$ cat config.mk
export PLATFORM = sky130hd
export DESIGN_NAME = fig_6_alu_result_stage_flat
export DESIGN_NICKNAME = d
export VERILOG_FILES = /design/src/rtl/fig_6_alu_result_stage_if.sv /design/src/rtl/fig_6_alu_result_stage.sv /design/src/flat_wrapper.sv
export SDC_FILE = /design/constraint.sdc
export NUM_CORES = 1
export LEC_CHECK = 0
export ABC_AREA = 1
export CORE_ASPECT_RATIO = 1.75
export CORE_MARGIN = 5
export CORE_UTILIZATION = 50
export CTS_BUF_LIST = sky130_fd_sc_hd__clkbuf_8
export DETAILED_ROUTE_END_ITERATION = 12
export GPL_TIMING_DRIVEN = 0
export PLACE_DENSITY_LB_ADDON = 0.3
export SLEW_MARGIN = 15
export SYNTH_ARGS = -nofsm -noshare
export SYNTH_HDL_FRONTEND = slang
export SYNTH_SLANG_ARGS = --single-unit
$ cat constraint.sdc
create_clock -name clk -period 1.64 [get_ports clk]
set_input_delay 0.41 -clock clk [delete_from_list [all_inputs] [get_ports clk]]
set_output_delay 0.41 -clock clk [all_outputs]
set_load 0.02 [all_outputs]
$ cat src/rtl/fig_6_alu_result_stage_if.sv
// fig_6_alu_result_stage_if: adder-result, writeback and flag signals of the ALU result stage.
interface fig_6_alu_result_stage_if #(
   parameter int WIDTH = 16
);
   logic             alu_valid;
   logic             alu_ready;
   logic [WIDTH-1:0] alu_z;
   logic             alu_cy;
   logic             alu_ov;
   logic [3:0]       alu_dest;
   logic             alu_flag_we;
   logic             alu_wb_en;
   logic             carry_src;
   logic             wb_valid;
   logic             wb_ready;
   logic [WIDTH-1:0] wb_data;
   logic [3:0]       wb_dest;
   logic             sfr_we;
   logic [3:0]       sfr_wdata;
   logic             flag_z;
   logic             flag_cy;
   logic             flag_s;
   logic             flag_ov;

   modport master (
      output alu_valid, alu_z, alu_cy, alu_ov, alu_dest, alu_flag_we, alu_wb_en,
             wb_ready, sfr_we, sfr_wdata,
      input  alu_ready, carry_src, wb_valid, wb_data, wb_dest,
             flag_z, flag_cy, flag_s, flag_ov
   );

   modport slave (
      input  alu_valid, alu_z, alu_cy, alu_ov, alu_dest, alu_flag_we, alu_wb_en,
             wb_ready, sfr_we, sfr_wdata,
      output alu_ready, carry_src, wb_valid, wb_data, wb_dest,
             flag_z, flag_cy, flag_s, flag_ov
   );
endinterface

$ cat src/rtl/fig_6_alu_result_stage.sv
// fig_6_alu_result_stage: buffers adder results in a 2-entry writeback queue
// and maintains the Z/CY/S/OV status flags.
module fig_6_alu_result_stage #(
   parameter int WIDTH = 16,
   parameter int DEPTH = 2
) (
   input logic                     clk,
   input logic                     rst,
   fig_6_alu_result_stage_if.slave bus
);
   typedef enum logic [1:0] {EMPTY, ONE, TWO} state_t;
   state_t           state_q, state_d;
   logic [WIDTH+3:0] head_q, head_d, tail_q, tail_d;
   logic [3:0]       flags_q, flags_d;
   logic             accept, push, pop;
   logic [WIDTH+3:0] entry;
   // State encoding equals occupancy, so ready is a pure function of registered state.
   assign bus.alu_ready = 32'(state_q) < DEPTH;
   assign bus.wb_valid  = state_q != EMPTY;
   assign bus.wb_data   = head_q[WIDTH+3:4];
   assign bus.wb_dest   = head_q[3:0];
   assign bus.carry_src = flags_q[1];
   assign {bus.flag_ov, bus.flag_s, bus.flag_cy, bus.flag_z} = flags_q;
   assign accept = bus.alu_valid & bus.alu_ready;
   assign push   = accept & bus.alu_wb_en;
   assign pop    = bus.wb_valid & bus.wb_ready;
   assign entry  = {bus.alu_z, bus.alu_dest};
   assign flags_d = bus.sfr_we ? bus.sfr_wdata
                  : (accept & bus.alu_flag_we) ? {bus.alu_ov, bus.alu_z[WIDTH-1], bus.alu_cy, bus.alu_z == '0}
                  : flags_q;
   always_comb begin
      state_d = state_q;
      head_d  = head_q;
      tail_d  = tail_q;
      case (state_q)
         EMPTY: if (push) begin
            state_d = ONE;
            head_d  = entry;
         end
         ONE: if (push && pop) begin
            head_d = entry;
         end else if (push) begin
            state_d = TWO;
            tail_d  = entry;
         end else if (pop) begin
            state_d = EMPTY;
         end
         TWO: if (pop) begin
            state_d = ONE;
            head_d  = tail_q;
         end
         default: state_d = EMPTY;
      endcase
   end
   always_ff @(posedge clk) begin
      if (rst) begin
         state_q <= EMPTY;
         head_q  <= '0;
         tail_q  <= '0;
         flags_q <= '0;
      end else begin
         state_q <= state_d;
         head_q  <= head_d;
         tail_q  <= tail_d;
         flags_q <= flags_d;
      end
   end
endmodule

$ cat src/flat_wrapper.sv
// flat-port wrapper written by rule: the top's interface ports become plain ports
module fig_6_alu_result_stage_flat 
#(
   parameter int WIDTH = 16,
   parameter int DEPTH = 2
)
  (clk, rst, bus_alu_valid, bus_alu_z, bus_alu_cy, bus_alu_ov, bus_alu_dest, bus_alu_flag_we, bus_alu_wb_en, bus_wb_ready, bus_sfr_we, bus_sfr_wdata, bus_alu_ready, bus_carry_src, bus_wb_valid, bus_wb_data, bus_wb_dest, bus_flag_z, bus_flag_cy, bus_flag_s, bus_flag_ov);
  fig_6_alu_result_stage_if #(.WIDTH(WIDTH)) bus_i ();
  input logic clk;
  input logic rst;
  input wire logic [$bits(bus_i.alu_valid)-1:0] bus_alu_valid;
  input wire logic [$bits(bus_i.alu_z)-1:0] bus_alu_z;
  input wire logic [$bits(bus_i.alu_cy)-1:0] bus_alu_cy;
  input wire logic [$bits(bus_i.alu_ov)-1:0] bus_alu_ov;
  input wire logic [$bits(bus_i.alu_dest)-1:0] bus_alu_dest;
  input wire logic [$bits(bus_i.alu_flag_we)-1:0] bus_alu_flag_we;
  input wire logic [$bits(bus_i.alu_wb_en)-1:0] bus_alu_wb_en;
  input wire logic [$bits(bus_i.wb_ready)-1:0] bus_wb_ready;
  input wire logic [$bits(bus_i.sfr_we)-1:0] bus_sfr_we;
  input wire logic [$bits(bus_i.sfr_wdata)-1:0] bus_sfr_wdata;
  output wire logic [$bits(bus_i.alu_ready)-1:0] bus_alu_ready;
  output wire logic [$bits(bus_i.carry_src)-1:0] bus_carry_src;
  output wire logic [$bits(bus_i.wb_valid)-1:0] bus_wb_valid;
  output wire logic [$bits(bus_i.wb_data)-1:0] bus_wb_data;
  output wire logic [$bits(bus_i.wb_dest)-1:0] bus_wb_dest;
  output wire logic [$bits(bus_i.flag_z)-1:0] bus_flag_z;
  output wire logic [$bits(bus_i.flag_cy)-1:0] bus_flag_cy;
  output wire logic [$bits(bus_i.flag_s)-1:0] bus_flag_s;
  output wire logic [$bits(bus_i.flag_ov)-1:0] bus_flag_ov;
  assign bus_i.alu_valid = bus_alu_valid;
  assign bus_i.alu_z = bus_alu_z;
  assign bus_i.alu_cy = bus_alu_cy;
  assign bus_i.alu_ov = bus_alu_ov;
  assign bus_i.alu_dest = bus_alu_dest;
  assign bus_i.alu_flag_we = bus_alu_flag_we;
  assign bus_i.alu_wb_en = bus_alu_wb_en;
  assign bus_i.wb_ready = bus_wb_ready;
  assign bus_i.sfr_we = bus_sfr_we;
  assign bus_i.sfr_wdata = bus_sfr_wdata;
  assign bus_alu_ready = bus_i.alu_ready;
  assign bus_carry_src = bus_i.carry_src;
  assign bus_wb_valid = bus_i.wb_valid;
  assign bus_wb_data = bus_i.wb_data;
  assign bus_wb_dest = bus_i.wb_dest;
  assign bus_flag_z = bus_i.flag_z;
  assign bus_flag_cy = bus_i.flag_cy;
  assign bus_flag_s = bus_i.flag_s;
  assign bus_flag_ov = bus_i.flag_ov;
  fig_6_alu_result_stage #(.WIDTH(WIDTH), .DEPTH(DEPTH)) u_core (.clk(clk), .rst(rst), .bus(bus_i));
endmodule
## After elaboration in Yosys (flattened, before gate mapping)

Cells that the tools add are included.

| storage, ports and cells | value |
|---|---|
| flip-flop bits (word level) | 46 |
| latch bits | 0 |
| RAM bits | 0 |
| bits in read-only memories | 0 |
| input port bits | 33 |
| output and inout port bits | 27 |
| logic and storage cells | 38 |
| memories | 0 |

| cells by class | value |
|---|---|
| $add $sub $neg | 0 |
| multipliers | 0 |
| divide/modulo/power cells | 0 |
| magnitude comparators | 1 |
| equal/unequal tests | 7 |
| shifts and indexed selects | 0 |
| mux-type cells | 12 |
| bitwise operators | 5 |
| reduce and logical (&&, ||, !) cells | 9 |

Operator list:

| kind | number |
|---|---|
| 20-bit two-way mux | 3 |
| 20-bit one-hot mux with 3 select lines | 1 |
| 16-bit zero test | 1 |
| 2-bit two-way mux | 5 |
| 4-bit two-way mux | 2 |
| 4-bit AND reduction | 2 |
| 2-bit by 1-bit inequality test with 1-bit output, second input constant | 3 |
| 2-bit one-hot mux with 3 select lines | 1 |
| 1-bit bitwise AND | 4 |
| 2-bit nonzero test | 2 |
| 3-bit by 1-bit inequality test with 1-bit output, second input constant | 1 |
| 3-bit AND reduction | 1 |
| 3-bit nonzero test | 1 |
| 2-bit by 1-bit == test with 1-bit output, second input constant | 1 |
| 2-bit == test, second input constant | 1 |
| 2-bit zero test | 1 |
| 2-bit less-than comparator, second input constant | 1 |
| 2-bit inequality test, second input constant | 1 |
| 1-bit logical AND | 1 |
| 1-bit inverter | 1 |

## Depth between registers and ports, before layout

| depth | value |
|---|---|
| word-level depth | 6 |
| depth in mapped cells | 9 |
| depth with buffers taken out | 8 |

## Worst setup path before layout

Ideal clock, no wire load.

| timing | value |
|---|---|
| path type | register to register |
| start | register u_core.state_q[1] |
| end | register u_core.head_q[0] |
| setup time | 0.115 ns |
| arrival time | 1.191 ns |
| data required time | 1.525 ns |
| path slack | 0.334 ns |
| stages on the path, launching flop included | 10 |
| path buffers | 1 |
| period minus slack after synthesis | 1.306 ns |
| path through | dfxtp_1 -> inv_2 -> nand2_1 -> nor2_1 -> nand2_1 -> nand2_1 -> buf_2 -> nand3_1 -> nand2_1 -> nor2_1 |

| between the ends | value |
|---|---|
| cells in the longest elaborated chain, start to end | 6 |
| elaborated cells between the ends (all ways) | 15 |
| those cells by class | order compare: 1; eq/ne: 5; mux: 1; bitwise: 3; reduce/logical: 5 |

Ends and longest elaborated chain:

| element | RTL line | text |
|---|---|---|
| from (decl) | fig_6_alu_result_stage.sv:12 | `state_t state_q, state_d;` |
| from (signal assigned) | fig_6_alu_result_stage.sv:62 | `state_q <= state_d;` |
| 2-bit less-than comparator (*) | fig_6_alu_result_stage.sv:18 | `assign bus.alu_ready = 32'(state_q) < DEPTH;` |
| net bus_alu_ready | flat_wrapper.sv:21 | `output wire logic [$bits(bus_i.alu_ready)-1:0] bus_alu_ready;` |
| 1-bit bitwise AND (*) | fig_6_alu_result_stage.sv:24 | `assign accept = bus.alu_valid & bus.alu_ready;` |
| 1-bit bitwise AND (*) | fig_6_alu_result_stage.sv:25 | `assign push = accept & bus.alu_wb_en;` |
| 1-bit logical AND | fig_6_alu_result_stage.sv:40 | `ONE: if (push && pop) begin` |
| 2-bit by 1-bit inequality test with 1-bit output (no line) | -- |  |
| 4-bit AND reduction (no line) (*) | -- |  |
| to (signal assigned) | fig_6_alu_result_stage.sv:58 | `head_q <= '0;` |
| to (signal assigned) | fig_6_alu_result_stage.sv:63 | `head_q <= head_d;` |
| to (decl) | fig_6_alu_result_stage.sv:13 | `logic [WIDTH+3:0] head_q, head_d, tail_q, tail_d;` |

The timed path passes the listed nets; every way through them passes the cells marked *.
A chain may end at the register's enable or synchronous reset.

## Worst setup path in the final report

| timing | value |
|---|---|
| start | register u_core.state_q[0] |
| end | output port bus_wb_valid |

| between the ends | value |
|---|---|
| cells in the longest elaborated chain, start to end | 1 |

Ends and longest elaborated chain:

| element | RTL line | text |
|---|---|---|
| 2-bit nonzero test | fig_6_alu_result_stage.sv:19 | `assign bus.wb_valid = state_q != EMPTY;` |
| to (decl) | flat_wrapper.sv:23 | `output wire logic [$bits(bus_i.wb_valid)-1:0] bus_wb_valid;` |

No other way between the ends.

==> results.toml <==
[cells_and_area]
diodes = 0
layout.cells.most_common = "nand2_1"
mostFrequentLayoutCells = "nand2_1, nor2_1, dfxtp_1"
drive_gt1_frac = 0.0868
finalInstanceArea_um2 = 2980
syn_to_final_growth_pct = 34.5
final_net_count = 435

[status]
outcome = "complete, no violations"

[setup_path]
reg2reg_to = "u_core.head_q[5]"
crit_path_max_fanout = 5
critical_path.startpoint = "u_core.state_q[0]"
r2r_setup_slack_ps = 220
worstRegToRegCells = 8
setup.worst_path.end = "bus_wb_valid"
critical_path.cell_chain = "nor2_2, inv_1, dlygate4sd2_1"
reg2reg_from = "u_core.state_q[1]"
path_class = "reg2out"
cp-end-kind = "output pin"
cp.arrival_ps = 1180
cpPeakStageDelay_ps = 370
worstSetupStartpointType = "register"
cp.depth = 3
cp.buffers_inverters = 2
critical-path-top-delay-family = "flip-flops"
worst_ep_required_time_ps = 1230
crit_path_top_delay_cell = "dfxtp_2"

[power]
p_per_area_nw_per_um2 = 941
ir_drop_mv = 0.892
leakagePower_nw = 1.42

[global_route]
grt_pass1_wl_mm = 9.05
grt.total_usage = 0.195
grt_remaining_overflow = 0
grt_antenna_before_repair = 0
grt_pass1_vias = 2131
grt_max_degree = 15

[hold_path]
whs_path_depth = 2
worstHoldPathType = "reg2reg"
min_from = "u_core.tail_q[8]"

[clock_network]
cts_sinks = 46
cts_tree = "yes"
clk_pin_slew_worst_paths_ps = 90
htree_levels = 2
numCtsBuffers = 5
clock_path_buffers = 2
post_cts_buffers = 0
cts_root_buffer = "clkbuf_8"
insertion_delay_ps = 300

[routing]
via_per_inst = 5.08
drtAntennaViolNets = 0
firstDrtPassIters = 5
vias = 2306
route.detailed.drc = 0
drtIter0Drc = 63
wl_mm = 5.51
wl_per_cell_um = 12.1

[placed_design]
io_buffer_count = 59
placed_cell_area_um2 = 2870
detailed_place_hpwl_mm = 4.18
gp_congestion = 0.798

[die]
rows = 32
design.die.area_um2 = 5910
die_w_um = 60.3
start_util = 0.507
core_um2 = 4360
die_h_um = 98.0
io_pins = 60

[logic_synthesis]
yosys_warnings = 0
synth_area_leaders = "dfxtp_1, nand2_1, nor2_1"
synthesis.area_um2 = 2210
synth_cell_types = 20
syn_nets = 369
yosysTopAreaCellShare = 0.416
ys_seq_area_frac = 0.416
yosysTopAreaCell = "dfxtp_1"
synthCells = 336
avgSynthCellArea_um2 = 6.58
synth_seq_cells = 46

[sta]
min_period_ps = 1590
drv_slew = 0
hold_viol = 0
fin_skew_ps = 6.78
whs_ps = 453
finalCritPeriodShare = 0.968
worst_slew_pin_slew_ps = 457
setup_viol = 0
relSlewSlack = 0.695
clock.fmax_mhz = 630

[flow_run]
maxCapViolCount = 0
## where the power goes
| part | switching (mW) | internal (mW) | total [mW] |
|---|---|---|---|
| sequential | 0.0447 | 1.21 | 1.25 |
| combinational | 0.408 | 0.308 | 0.716 |
| clock | 0.381 | 0.449 | 0.829 |
## cell usage after synthesis, drive strengths merged
cell type	instances
a21oi	35
a31oi	3
buf	16
clkbuf	5
dfxtp	46
inv	42
nand2	67
nand3	36
nand3b	1
nor2	49
o21a	1
o21ai	34
or2	1
## worst min-delay path by stage
stage,slack (ps),end
2_1_floorplan,420,u_core.tail_q[0]
3_3_place_gp,430,u_core.tail_q[0]
3_5_place_dp,440,u_core.tail_q[6]
4_1_cts,450,u_core.tail_q[6]
5_1_grt,470,u_core.tail_q[6]
6_report,450,u_core.tail_q[8]
## cell families (layout without fill, tap and decap cells)
logic type	after synthesis	count (layout)	share of synthesized area
buffers and inverters	63	130	0.126
AO/OA/AOI/OAI	73	73	0.168
flip-flops	46	46	0.416
AND/OR/NAND/NOR	154	154	0.290
## sequential cells by signal (all words and copies together), names as in the netlist
signal          cells
u_core.head_q      20
u_core.state_q      2
u_core.flags_q      4
u_core.tail_q      20
## final cells by class
| type | count | area, µm² |
|---|---|---|
| Fill cell | 396 | 1390 |
| Inverter | 42 | 158 |
| Sequential cell | 46 | 922 |
| Clock buffer | 5 | 68.8 |
| Timing Repair Buffer | 59 | 557 |
| Buffer | 21 | 133 |
| Clock inverter | 3 | 40.0 |
| Multi-Input combinational cell | 227 | 1030 |
| Tap cell | 51 | 63.8 |
## metrics by stage
| stage | power (mW) | setup slack (ps) | utilization | setup TNS [ps] | instances |
|---|---|---|---|---|---|
| 2_1_floorplan | 1.72 | 334 | - | 0 | 336 |
| 3_3_place_gp | 2.03 | -315 | 0.657 | -10690 | 446 |
| 3_5_place_dp | 2.04 | -367 | 0.657 | -12990 | 446 |
| 4_1_cts | 2.81 | 6.78 | 0.675 | 0 | 454 |
| 5_1_grt | 2.95 | -12.7 | 0.682 | -28.6 | 454 |
| 6_report | 2.80 | 51.9 | 0.682 | 0 | 454 |
## tightest hold or removal path, delay by kind of cell, from the launching register on
kind	cells	cell delay (ps)
buffers and inverters	1	50
flip-flops	1	310
AO/OA/AOI/OAI	1	50
## metal layers
layer	wire length (µm)	vias up	track usage
li1	-	1196	-
met1	2120	1023	0.204
met2	2930	73	0.355
met3	296	14	0.0384
met4	162	0	0.0836
met5	0	-	0
## what timing repair did
item,in CTS,in global routing
hold buffers,0,0
endpoints found under the setup margin,43,36
endpoints found under the hold margin,0,0
resized for setup,31,13
No activity file was read; power rests on OpenSTA's default activity.
